<file path="src/rtl/imm_pkg.sv">
// Shared constants and types for the pixel transfer link receiver.
package imm_pkg;

  localparam int unsigned IMG_ROWS = 240;
  localparam int unsigned IMG_COLS = 320;
  localparam int unsigned PIX_W    = 12;
  localparam int unsigned ROW_W    = 8;
  localparam int unsigned COL_W    = 9;

  typedef enum logic [0:0] {
    RX_IDLE,
    RX_RECV
  } rx_state_e;

endpackage

</file>
<file path="src/rtl/raster_position_counter.sv">
// Expected (row, col) position of the next pixel, advancing in raster order.
module raster_position_counter #(
  parameter int unsigned Rows = imm_pkg::IMG_ROWS,
  parameter int unsigned Cols = imm_pkg::IMG_COLS
) (
  input  logic                       clk,
  input  logic                       rst_n,
  input  logic                       advance_i,
  input  logic                       restart_to_01_i,
  input  logic                       clear_i,
  output logic [imm_pkg::ROW_W-1:0]  exp_row_o,
  output logic [imm_pkg::COL_W-1:0]  exp_col_o,
  output logic                       is_last_o
);
  localparam logic [imm_pkg::ROW_W-1:0] LastRow = imm_pkg::ROW_W'(Rows - 1);
  localparam logic [imm_pkg::COL_W-1:0] LastCol = imm_pkg::COL_W'(Cols - 1);

  logic [imm_pkg::ROW_W-1:0] row_q, row_d;
  logic [imm_pkg::COL_W-1:0] col_q, col_d;

  // Next position: clear beats restart beats advance; wraps to (0,0) after the last pixel.
  always_comb begin
    row_d = row_q;
    col_d = col_q;
    if (clear_i) begin
      row_d = '0;
      col_d = '0;
    end else if (restart_to_01_i) begin
      row_d = '0;
      col_d = imm_pkg::COL_W'(1);
    end else if (advance_i) begin
      if (col_q == LastCol) begin
        col_d = '0;
        row_d = (row_q == LastRow) ? '0 : row_q + 1'b1;
      end else begin
        col_d = col_q + 1'b1;
      end
    end
  end

  // Position register.
  always_ff @(posedge clk or negedge rst_n) begin
    if (!rst_n) begin
      row_q <= '0;
      col_q <= '0;
    end else begin
      row_q <= row_d;
      col_q <= col_d;
    end
  end

  assign exp_row_o = row_q;
  assign exp_col_o = col_q;
  assign is_last_o = (row_q == LastRow) && (col_q == LastCol);

endmodule

</file>
<file path="src/rtl/pixel_stream_receiver.sv">
// Receives the raster-ordered pixel stream, writes in-order pixels to the frame
// buffer and flags sequence errors.
module pixel_stream_receiver #(
  parameter int unsigned IMG_ROWS = imm_pkg::IMG_ROWS,
  parameter int unsigned IMG_COLS = imm_pkg::IMG_COLS
) (
  input  logic                       clk,
  input  logic                       rst_n,
  input  logic                       pix_valid,
  input  logic [imm_pkg::PIX_W-1:0]  pixel_in,
  input  logic [imm_pkg::ROW_W-1:0]  pix_row,
  input  logic [imm_pkg::COL_W-1:0]  pix_col,
  output logic                       wr_en,
  output logic [imm_pkg::ROW_W-1:0]  wr_row,
  output logic [imm_pkg::COL_W-1:0]  wr_col,
  output logic [imm_pkg::PIX_W-1:0]  wr_data,
  output logic                       busy,
  output logic                       frame_done,
  output logic                       seq_error,
  output logic [7:0]                 err_count,
  output logic [7:0]                 frame_count
);
  imm_pkg::rx_state_e state_q, state_d;

  logic [imm_pkg::ROW_W-1:0] exp_row;
  logic [imm_pkg::COL_W-1:0] exp_col;
  logic                      is_last;
  logic                      advance, restart_to_01, clear;

  logic                      wr_en_q, wr_en_d;
  logic [imm_pkg::ROW_W-1:0] wr_row_q, wr_row_d;
  logic [imm_pkg::COL_W-1:0] wr_col_q, wr_col_d;
  logic [imm_pkg::PIX_W-1:0] wr_data_q, wr_data_d;
  logic                      frame_done_q, frame_done_d;
  logic                      seq_error_q, seq_error_d;
  logic [7:0]                err_count_q, err_count_d;
  logic [7:0]                frame_count_q, frame_count_d;

  logic tag_match, tag_origin;

  raster_position_counter #(
    .Rows (IMG_ROWS),
    .Cols (IMG_COLS)
  ) u_pos (
    .clk             (clk),
    .rst_n           (rst_n),
    .advance_i       (advance),
    .restart_to_01_i (restart_to_01),
    .clear_i         (clear),
    .exp_row_o       (exp_row),
    .exp_col_o       (exp_col),
    .is_last_o       (is_last)
  );

  // Out-of-range tags can never equal the in-range expected position.
  assign tag_match  = (pix_row == exp_row) && (pix_col == exp_col);
  assign tag_origin = (pix_row == '0) && (pix_col == '0);

  // Receiver FSM, counter control and next values of the registered outputs.
  always_comb begin
    state_d       = state_q;
    advance       = 1'b0;
    restart_to_01 = 1'b0;
    clear         = 1'b0;
    wr_en_d       = 1'b0;
    wr_row_d      = wr_row_q;
    wr_col_d      = wr_col_q;
    wr_data_d     = wr_data_q;
    frame_done_d  = 1'b0;
    seq_error_d   = 1'b0;
    err_count_d   = err_count_q;
    frame_count_d = frame_count_q;
    if (pix_valid) begin
      unique case (state_q)
        imm_pkg::RX_IDLE: begin
          if (tag_origin) begin
            wr_en_d       = 1'b1;
            restart_to_01 = 1'b1;
            state_d       = imm_pkg::RX_RECV;
          end
        end
        imm_pkg::RX_RECV: begin
          if (tag_match) begin
            wr_en_d = 1'b1;
            advance = 1'b1;
            if (is_last) begin
              frame_done_d  = 1'b1;
              frame_count_d = frame_count_q + 8'd1;
              state_d       = imm_pkg::RX_IDLE;
            end
          end else begin
            seq_error_d = 1'b1;
            if (err_count_q != 8'hFF) begin
              err_count_d = err_count_q + 8'd1;
            end
            if (tag_origin) begin
              wr_en_d       = 1'b1;
              restart_to_01 = 1'b1;
            end else begin
              clear   = 1'b1;
              state_d = imm_pkg::RX_IDLE;
            end
          end
        end
        default: state_d = imm_pkg::RX_IDLE;
      endcase
      if (wr_en_d) begin
        wr_row_d  = pix_row;
        wr_col_d  = pix_col;
        wr_data_d = pixel_in;
      end
    end
  end

  // State and output registers.
  always_ff @(posedge clk or negedge rst_n) begin
    if (!rst_n) begin
      state_q       <= imm_pkg::RX_IDLE;
      wr_en_q       <= 1'b0;
      wr_row_q      <= '0;
      wr_col_q      <= '0;
      wr_data_q     <= '0;
      frame_done_q  <= 1'b0;
      seq_error_q   <= 1'b0;
      err_count_q   <= '0;
      frame_count_q <= '0;
    end else begin
      state_q       <= state_d;
      wr_en_q       <= wr_en_d;
      wr_row_q      <= wr_row_d;
      wr_col_q      <= wr_col_d;
      wr_data_q     <= wr_data_d;
      frame_done_q  <= frame_done_d;
      seq_error_q   <= seq_error_d;
      err_count_q   <= err_count_d;
      frame_count_q <= frame_count_d;
    end
  end

  assign wr_en       = wr_en_q;
  assign wr_row      = wr_row_q;
  assign wr_col      = wr_col_q;
  assign wr_data     = wr_data_q;
  assign busy        = (state_q == imm_pkg::RX_RECV);
  assign frame_done  = frame_done_q;
  assign seq_error   = seq_error_q;
  assign err_count   = err_count_q;
  assign frame_count = frame_count_q;

endmodule

</file>
<file path="config.mk">
export PLATFORM = sky130hd
export DESIGN_NAME = pixel_stream_receiver
export DESIGN_NICKNAME = d
export VERILOG_FILES = /design/src/rtl/imm_pkg.sv /design/src/rtl/raster_position_counter.sv /design/src/rtl/pixel_stream_receiver.sv
export SDC_FILE = /design/constraint.sdc
export NUM_CORES = 1
export LEC_CHECK = 0
export ABC_AREA = 0
export CORE_MARGIN = 1.5
export CORE_UTILIZATION = 48
export CTS_BUF_LIST = sky130_fd_sc_hd__clkbuf_4
export DETAILED_ROUTE_END_ITERATION = 8
export MAX_ROUTING_LAYER = met4
export PLACE_DENSITY = 0.77
export SLEW_MARGIN = 15
export SYNTH_ARGS = -nofsm -noshare
export SYNTH_HDL_FRONTEND = slang
export SYNTH_SLANG_ARGS = --single-unit
</file>
<file path="constraint.sdc">
create_clock -name clk -period 3.52 [get_ports clk]
set_clock_uncertainty 0.2 [all_clocks]
set_input_delay 0.528 -clock clk [delete_from_list [all_inputs] [get_ports clk]]
set_output_delay 0.528 -clock clk [all_outputs]
set_load 0.02 [all_outputs]
</file>
* Yosys cells after proc, flatten, opt, wreduce, memory -nomap -nowiden
Index checks and enable logic that the tools add are counted.
** Word-level totals
- Flip-flop bits (word level) :: 66
- Word-level logic and storage cells :: 67
** Operators by class
- Add/subtract/negate cells :: 4
- Eq/ne operators :: 5
- Multiplexer cells :: 34
- Bitwise gates (word level) :: 2
- Reductions and logical operators :: 11
** Operators by type and width (number)
- 8-bit 2-to-1 mux :: 5
- 9-bit 2-to-1 mux :: 4
- 8-bit by 1-bit adder with 8-bit output, second input constant :: 3
- 1-bit 2-to-1 mux :: 22
- 9-bit by 1-bit adder with 9-bit output, second input constant :: 1
- 9-bit == test :: 1
- 9-bit == test, second input constant :: 1
- 9-bit zero test :: 1
- 8-bit == test :: 1
- 8-bit == test, second input constant :: 1
- 8-bit zero test :: 1
- 8-bit != test, second input constant :: 1
- 4-bit AND reduction :: 2
- 1-bit case mux with 2 select lines :: 3
- 3-bit nonzero test :: 2
- 2-bit AND reduction :: 2
- 1-bit logical AND :: 3
- 1-bit inverter :: 2

* Logic depth before layout (Yosys ltp)
Gate-level depths: netlist (run 1).
- Word-level depth :: 8
- Depth in mapped cells :: 7
- Depth with buffers taken out :: 7

* Hierarchy
From an unflattened synthesis (run 1), not the netlist that was laid out.
** Second synthesis, totals
- Cell total of the unflattened synthesis :: 281
- Area, all modules :: 3215.6 µm²
** Modules (own cells, without submodules)
- pixel_stream_receiver :: times used 1, cells an instance 176, area each 2252.2 µm², seq. area each 1226.2 µm²
- raster_position_counter :: times used 1, cells an instance 105, area each 963.4 µm², seq. area each 425.4 µm²

* Worst setup path before layout (run 1)
OpenSTA, ideal clock, no wires.
- Path type :: register -> register
- Start point :: reg u_pos.col_q, in the netlist u_pos.exp_col_o[0]
- End point :: reg frame_count_q[1] (netlist: frame_count[1])
- Library setup time :: 0.125 ns
- Arrival time :: 2.262 ns
- Data required time :: 3.195 ns
- Setup slack :: 0.934 ns
- Stages on the path, launching flop included :: 7
- Period minus slack after synthesis :: 2.586 ns
- Path through :: dfrtp_1 ha_1 nand3_1 or4_4 or3_4 nor4_4 mux2_2
** Between the ends
- Cells in the longest elaborated chain, start to end :: 3
- Elaborated cells on any way between the ends :: 5
- Classes of those cells :: 2 x eq/ne; 3 x reduce/logical
** RTL lines
- start, declared :: line raster_position_counter.sv:19 : logic [imm_pkg::COL_W-1:0] col_q, col_d;
- start signal, assigned :: line raster_position_counter.sv:48 : col_q <= col_d;
- 9-bit == test (on tied branches) :: line raster_position_counter.sv:54, pixel_stream_receiver.sv:56
- 1-bit logical AND (on tied branches) :: line raster_position_counter.sv:54, pixel_stream_receiver.sv:56
- 4-bit AND reduction (no line) *
- end signal, assigned :: line pixel_stream_receiver.sv:136 : frame_count_q <= frame_count_d;
- end, declared :: line pixel_stream_receiver.sv:37 : logic [7:0] frame_count_q, frame_count_d;
Mark *: on every way between the ends. The rest lies on a longest branch, timed or not.
A chain may end at the register's enable or synchronous reset.

* Worst setup path after layout (run 1)
Same ends and word-level chain as after synthesis.

==> results.rst, run 1 <==
.. list-table::
   :header-rows: 1

   * - Metric
     - Value
   * - Status
     - completed
   * - Fraction of layout cells with a size suffix above 1
     - 0.169
   * - Number of detailed-route iterations in the first pass
     - 5
   * - Antenna violations before repair
     - 0
   * - Post-placement setup slack
     - 0.287 ns
   * - Min-Delay Path Depth
     - 1
   * - Number of synthesized register bits
     - 66
   * - Number of DRC violations after detailed routing
     - 0
   * - Grt total ovfl
     - 0
   * - Max Cap Viol
     - 0
   * - Final Max Tran Viols
     - 0
   * - Iteration-0 DRC Markers
     - 125
   * - Placed Cells incl. Taps
     - 432
   * - Worst Hold Class
     - reg2reg
   * - Die span in x
     - 83.9 um
   * - Port Buf Inserts
     - 80
   * - Max Clk Rate
     - 337 MHz
   * - Least-Margin Pin Slew
     - 0.805 ns
   * - Minimum clock period after layout
     - 2.97 ns
   * - Complex-gate fraction of the synthesized area
     - 0.0626
   * - Top_reg_cell synth
     - dfrtp_1
   * - Clock input transition at the sequential cells of the worst setup and hold paths
     - 0.10 ns
   * - Worst EP arrival
     - 3.05 ns
   * - Wire length of the first global-routing pass
     - 12200 um
   * - Finish-stage setup viols
     - 0
   * - Sequential-to-total area share from yosys stat
     - 0.526
   * - Final standard cell count with taps included and fillers excluded
     - 449
   * - WL per Instance
     - 16.2 um
   * - Count of inserted antenna diode cells
     - 0
   * - Category of the worst setup path capture point
     - register
   * - Worst-case hold slack
     - 0.281 ns
   * - Count of standard-cell rows
     - 29
   * - Clock Sinks
     - 66
   * - Maximum number of buffers from clock root to sink
     - 2
   * - Number of antenna-violating nets in the routed design
     - 0
   * - Die area
     - 0.00703 mm^2
   * - Area share of fa/ha/maj cells after synthesis
     - 0.0159
   * - Kind of launch point of the worst setup path
     - register
   * - Post CTS Setup Buffer Count
     - 0
   * - Distinct cell type count of the synthesized netlist
     - 37
   * - Count of endpoints failing hold in the final timing report
     - 0
   * - Top Ports
     - 81
   * - Routability-driven placement congestion ratio
     - 0.842
   * - Routed wire length
     - 7290 um
   * - Setup repair after global routing missed its margin
     - false
   * - Clock Tree Root
     - clkbuf_4
   * - Worst endpoint required time
     - 3.61 ns
   * - Via count of the first global-routing pass
     - 2508
   * - Highest fanout seen on the critical path
     - 9
   * - Count of H-tree levels built during CTS
     - 3
   * - Cell area power density
     - 327 mW/mm^2
   * - Post-synth EDFFs
     - 0
   * - Leakage power of the design
     - 1.97 nW
   * - Summed negative setup slack over all endpoints
     - 0 ns
   * - Critical setup path kind
     - reg2reg
   * - Number of cells on the worst reg-to-reg path
     - 6
   * - Final nets
     - 403
   * - Maximum number of pins on one net before global-route repair
     - 31
   * - Relative area change from synthesis to final layout
     - 35.7%
   * - Clock tree from TritonCTS
     - built
   * - Overall die height
     - 83.9 um
   * - Total vias in the final route
     - 2490
   * - Gate count after technology mapping
     - 273
   * - All-layer global routing usage
     - 0.226
   * - Post-Route Utilization
     - 0.671
   * - Count of yosys warnings during synthesis
     - 0
   * - Avg Cell Area, Syn
     - 11.5 um^2
   * - Worst skew pair latency
     - 0.41 ns
   * - Xor and xnor fraction of the mapped netlist area
     - 0.0949
   * - Core Area
     - 0.00635 mm^2
   * - Post-synthesis instance area
     - 0.00314 mm^2
   * - Share of cell area taken by muxes after synthesis
     - 0.115
   * - Worst setup slack after layout
     - 0.554 ns
   * - Dominant combinational cell family by area after synthesis
     - simple AND/OR/NAND/NOR gates
   * - Number of buffers created by CTS
     - 9
   * - Share of synthesized cell area in and, or, nand and nor gates
     - 0.175
   * - Worst IR Drop VDD
     - 0.230 mV
   * - Post-Syn Nets
     - 309
   * - Share of the cycle needed by the critical path after routing
     - 0.843
   * - Worst slew margin
     - 0.464
   * - Initial Util
     - 0.494
   * - Placed wire-length estimate
     - 5360 um
   * - Share of flip-flops with an asynchronous set or reset
     - 1.00
   * - Via density per instance
     - 5.55
[synth_stat cells (2+ instances only)]
master,number,area share
a21o_1,2,0.0048
a21oi_1,8,0.013
a22o_1,2,0.0056
a31oi_1,2,0.0040
and3_1,5,0.010
clkbuf_1,5,0.0060
dfrtp_1,66,0.53
ha_1,4,0.016
inv_1,4,0.0048
mux2_2,32,0.11
nand2_1,20,0.024
nand3_1,11,0.018
nand3b_1,2,0.0048
nand4_1,8,0.016
nor2_1,20,0.024
nor3_1,5,0.0080
nor4_1,11,0.022
nor4b_1,2,0.0056
o21ai_0,4,0.0064
o21bai_1,2,0.0048
o31ai_1,6,0.014
or4_1,5,0.012
xnor2_1,12,0.033
xor2_1,22,0.061
[layout make-up]
class                   count  area [um^2]
clock buffers              10         75.1
well taps                  77         96.3
inverters                   4         15.0
repair buffers             88          871
clock inverters             6         81.3
flip-flops and latches     66         1650
fillers                   503         2090
multi-input cells         198         1470
[worst max-delay path: stages (launching register included)]
cell and delay, ns:
dfrtp_1 0.47, ha_1 0.27, nand3_1 0.14, or4_4 0.47, or3_4 0.43, nor4_4 0.47, mux2_2 0.40
[per-stage QoR]
step	power [mW]	cell area (um^2)
4_1_cts	1.40	4260
2_1_floorplan	0.783	3140
5_1_grt	1.44	4260
3_5_place_dp	0.845	4090
6_report	1.39	4260
3_3_place_gp	0.845	4090
[layout by cell type, fill, tap and decap left out, types with 2 or more instances in the layout]
cell / n
nand4_1: 8
dfrtp_1: 66
nand3b_1: 2
o31ai_1: 6
xor2_1: 22
nand2_1: 20
clkdlybuf4s50_1: 79
o21bai_1: 2
a21o_1: 2
nand3_1: 11
xnor2_1: 12
ha_1: 4
nor4b_1: 2
o21ai_0: 4
bufinv_16: 2
a22o_1: 2
nor4_1: 11
nor2_1: 20
clkbuf_4: 10
or4_1: 5
a21oi_1: 8
buf_4: 6
clkinv_2: 2
inv_1: 4
mux2_2: 32
nor3_1: 5
and3_1: 5
[kinds of logic after synthesis]
logic type,after synthesis
AO/OA/AOI/OAI,30
XOR/XNOR,34
adder cells (fa/ha/maj),4
buffers and inverters,9
flip-flops,66
multiplexers,32
AND/OR/NAND/NOR,98
[power breakdown]
group | switching, mW | internal (mW)
registers | 0.0000433 | 0.758
clock network | 0.270 | 0.291
logic | 0.0350 | 0.0378
total | 0.305 | 1.09
[repair_timing]
action                    in CTS  in global routing
hold buffers                   1                  0
hold endpoints to repair      17                  0
resized for setup              0                  0
[path summary, 6_finish.rpt]
path	startpoint	to	slack [ns]
worst min-delay path	frame_count[7]	frame_count[7]	0.28
max in group asynchronous	rst_n	frame_count[0]	2.00
worst max-delay path	u_pos.exp_col_o[0]	frame_count[1]	0.55
min in group asynchronous	rst_n	wr_data[2]	0.38
worst max register to register	u_pos.exp_col_o[0]	frame_count[1]	0.55
worst min register to register	frame_count[7]	frame_count[7]	0.28
[sequential cells by signal (all words and copies together), names as in the netlist]
signal and count:
busy 1, err_count 8, frame_count 8, frame_done 1
seq_error 1, u_pos.exp_col_o 9, u_pos.exp_row_o 8, wr_col 9
wr_data 12, wr_en 1, wr_row 8
[routing by layer]
layer	global-route usage	routed length, um
met5	-	0
met1	0.295	3300
met4	0.0760	95
met3	0.0564	445
met2	0.348	3450
Note: power is estimated with default switching activity, not from simulation.
==> inputs of run 2 (changes only) <==
- CORE_UTILIZATION: 48 -> 46
- clock period: 3.52 -> 2.7 ns (I/O delays scaled with it)
==> run 2 against run 1 <==
  * The run now ends with design-rule violations left
  * Sequential power up 30%
  * Setup slack got worse by 0.47 ns
  * Global-route usage grew 1.3 points
  * Cell count is 6.7% higher
  * Routed wire length grew 5.0%
  * Final area grew 5.1%
  * Count of clock-buffer cells in the layout down 1
  * Register-to-register slack got worse by 0.47 ns
  * Clock power grew 11%
  * Critical path type unchanged
  * Largest cell class unchanged
==> results.rst, run 2 (synthesized netlist as in run 1, its figures left out) <==
.. list-table::
   :header-rows: 1

   * - Metric
     - Value
   * - Category of the worst setup path capture point
     - register
   * - Final total power
     - 1.71 mW
   * - All-layer global routing usage
     - 0.239
   * - Clock input transition at the sequential cells of the worst setup and hold paths
     - 0.10 ns
   * - Kind of launch point of the worst setup path
     - register
   * - Clock Sinks
     - 66
   * - Critical setup path kind
     - reg2reg
   * - Count of H-tree levels built during CTS
     - 3
   * - Placed wire-length estimate
     - 5720 um
   * - Commonest cells after routing, fill and taps aside
     - clkdlybuf4s50_1 (79), dfrtp_1 (66), buf_4 (34), mux2_2 (32), xor2_1 (22)
   * - Number of detailed-route iterations in the first pass
     - 6
   * - Worst IR Drop VDD
     - 0.366 mV
   * - Max Clk Rate
     - 382 MHz
   * - Clock power share
     - 0.363
   * - Final nets
     - 433
   * - Worst skew pair latency
     - 0.40 ns
   * - Overall die height
     - 85.6 um
   * - Worst EP arrival
     - 2.71 ns
   * - Relative area change from synthesis to final layout
     - 42.5%
   * - NetSw
     - 0.396 mW
   * - Clock Tree Root
     - clkbuf_4
   * - Cell area power density
     - 383 mW/mm^2
   * - WL per Instance
     - 16.0 um
   * - Routed wire length
     - 7660 um
   * - Maximum number of buffers from clock root to sink
     - 2
   * - Core Area
     - 0.00646 mm^2
   * - Worst Hold Class
     - reg2reg
   * - Total vias in the final route
     - 2637
   * - Initial Util
     - 0.486
   * - Iteration-0 DRC Markers
     - 187
   * - Startpoint of the worst-slack reg-to-reg timing path
     - u_pos.exp_col_o[0]
   * - Wire length of the first global-routing pass
     - 13200 um
   * - Least-Margin Pin Slew
     - 0.661 ns
   * - Internal
     - 1.32 mW
   * - Clock tree from TritonCTS
     - built
   * - Number of cells on the worst reg-to-reg path
     - 7
   * - Number of buffers created by CTS
     - 9
   * - Post CTS Setup Buffer Count
     - 0
   * - Final Max Tran Viols
     - 0
   * - Count of standard-cell rows
     - 29
   * - Sw frac
     - 0.231
   * - Number of DRC violations after detailed routing
     - 6
   * - Worst slew margin
     - 0.560
   * - Via density per instance
     - 5.51
   * - Maximum number of pins on one net before global-route repair
     - 31
   * - Worst endpoint required time
     - 2.80 ns
   * - Fraction of layout cells with a size suffix above 1
     - 0.231
   * - Leakage power of the design
     - 2.11 nW
   * - Via count of the first global-routing pass
     - 2743
   * - Portion of total power attributed to sequential cells
     - 0.577
   * - Highest fanout seen on the critical path
     - 9
   * - Status
     - finished with violations
   * - Finish-stage setup viols
     - 0
   * - Die span in x
     - 85.6 um
   * - Minimum clock period after layout
     - 2.62 ns
   * - Startpoint of the most critical setup path
     - u_pos.exp_col_o[0]
   * - Setup repair after global routing missed its margin
     - false
   * - Logic gate share of total power
     - 0.061
   * - Worst-case hold slack
     - 0.278 ns
   * - Die area
     - 0.00733 mm^2
   * - R2R setup slack
     - 0.08 ns
   * - Grt total ovfl
     - 0
   * - Max Cap Viol
     - 0
   * - Violations in the final reports
     - design-rule violations
   * - Post-Route Utilization
     - 0.693
   * - Terminus of the critical flop-to-flop path
     - frame_count[1]
   * - Leading cell type in the layout, fill and taps excluded
     - clkdlybuf4s50_1
   * - Critical Path End
     - frame_count[1]
   * - Number of antenna-violating nets in the routed design
     - 0
   * - Count of endpoints failing hold in the final timing report
     - 0
   * - Routability-driven placement congestion ratio
     - 0.883
   * - Count of inserted antenna diode cells
     - 0
   * - Top Ports
     - 81
   * - Number of flip-flops in the largest register
     - 12
   * - Post-placement setup slack
     - -0.151 ns
   * - Port Buf Inserts
     - 80
   * - Share of the cycle needed by the critical path after routing
     - 0.969
   * - Antenna violations before repair
     - 0
   * - Worst setup slack after layout
     - 0.0845 ns
[run 2: final cells by class]
class                   instances  area, um^2
clock buffers                   9        67.6
clock inverters                 7        60.1
fillers                       502        1980
inverters                       4        15.0
multi-input cells             198        1470
flip-flops and latches         66        1650
well taps                      77        96.3
repair buffers                118        1110
[run 2: worst min path at each step]
stage | startpoint | endpoint | slack, ns | cells past startpoint
floorplan | rst_n | busy | -0.09 | 0
global placement | rst_n | wr_data[2] | 0.26 | 1
detailed placement | rst_n | wr_data[0] | 0.26 | 1
CTS | frame_count[7] | frame_count[7] | 0.28 | 1
global route | frame_count[7] | frame_count[7] | 0.31 | 1
finish | frame_count[7] | frame_count[7] | 0.28 | 1
[run 2: power groups by stage]
stage / clock network [mW] / registers (mW) / logic, mW
floorplan: 0 / 1.01 / 0.0127
global placement: 0 / 1.01 / 0.104
detailed placement: 0 / 1.01 / 0.104
CTS: 0.638 / 0.988 / 0.106
global route: 0.703 / 0.988 / 0.114
finish: 0.621 / 0.988 / 0.104
[run 2: routing by layer]
layer  global-route usage  part of all wire  wire length, um
met5                    -                 0                0
met4               0.0997             0.017              130
met3               0.0385             0.065              501
met2                0.379              0.47             3630
met1                0.306              0.44             3400
[run 2: what timing repair did]
action | CTS | global route
setup endpoints to repair | 0 | 4
gates resized for setup | 0 | 2
hold buffers | 1 | 0
endpoints found under the hold margin | 26 | 0
[run 2: worst max-delay path: stages (launching register included)]
cell	delay, ns
dfrtp_1	0.38
ha_2	0.22
nand3_1	0.12
or4_4	0.47
or3_4	0.44
nor4_4	0.18
buf_6	0.17
mux2_2	0.33
[run 2: metrics by stage]
stage / cells / setup TNS [ns] / cell area [um^2]
5_1_grt: 479 / 0 / 4470
2_1_floorplan: 273 / 0 / 3140
3_3_place_gp: 462 / -5.59 / 4330
4_1_cts: 479 / 0 / 4470
3_5_place_dp: 462 / -5.57 / 4330
6_report: 479 / 0 / 4470
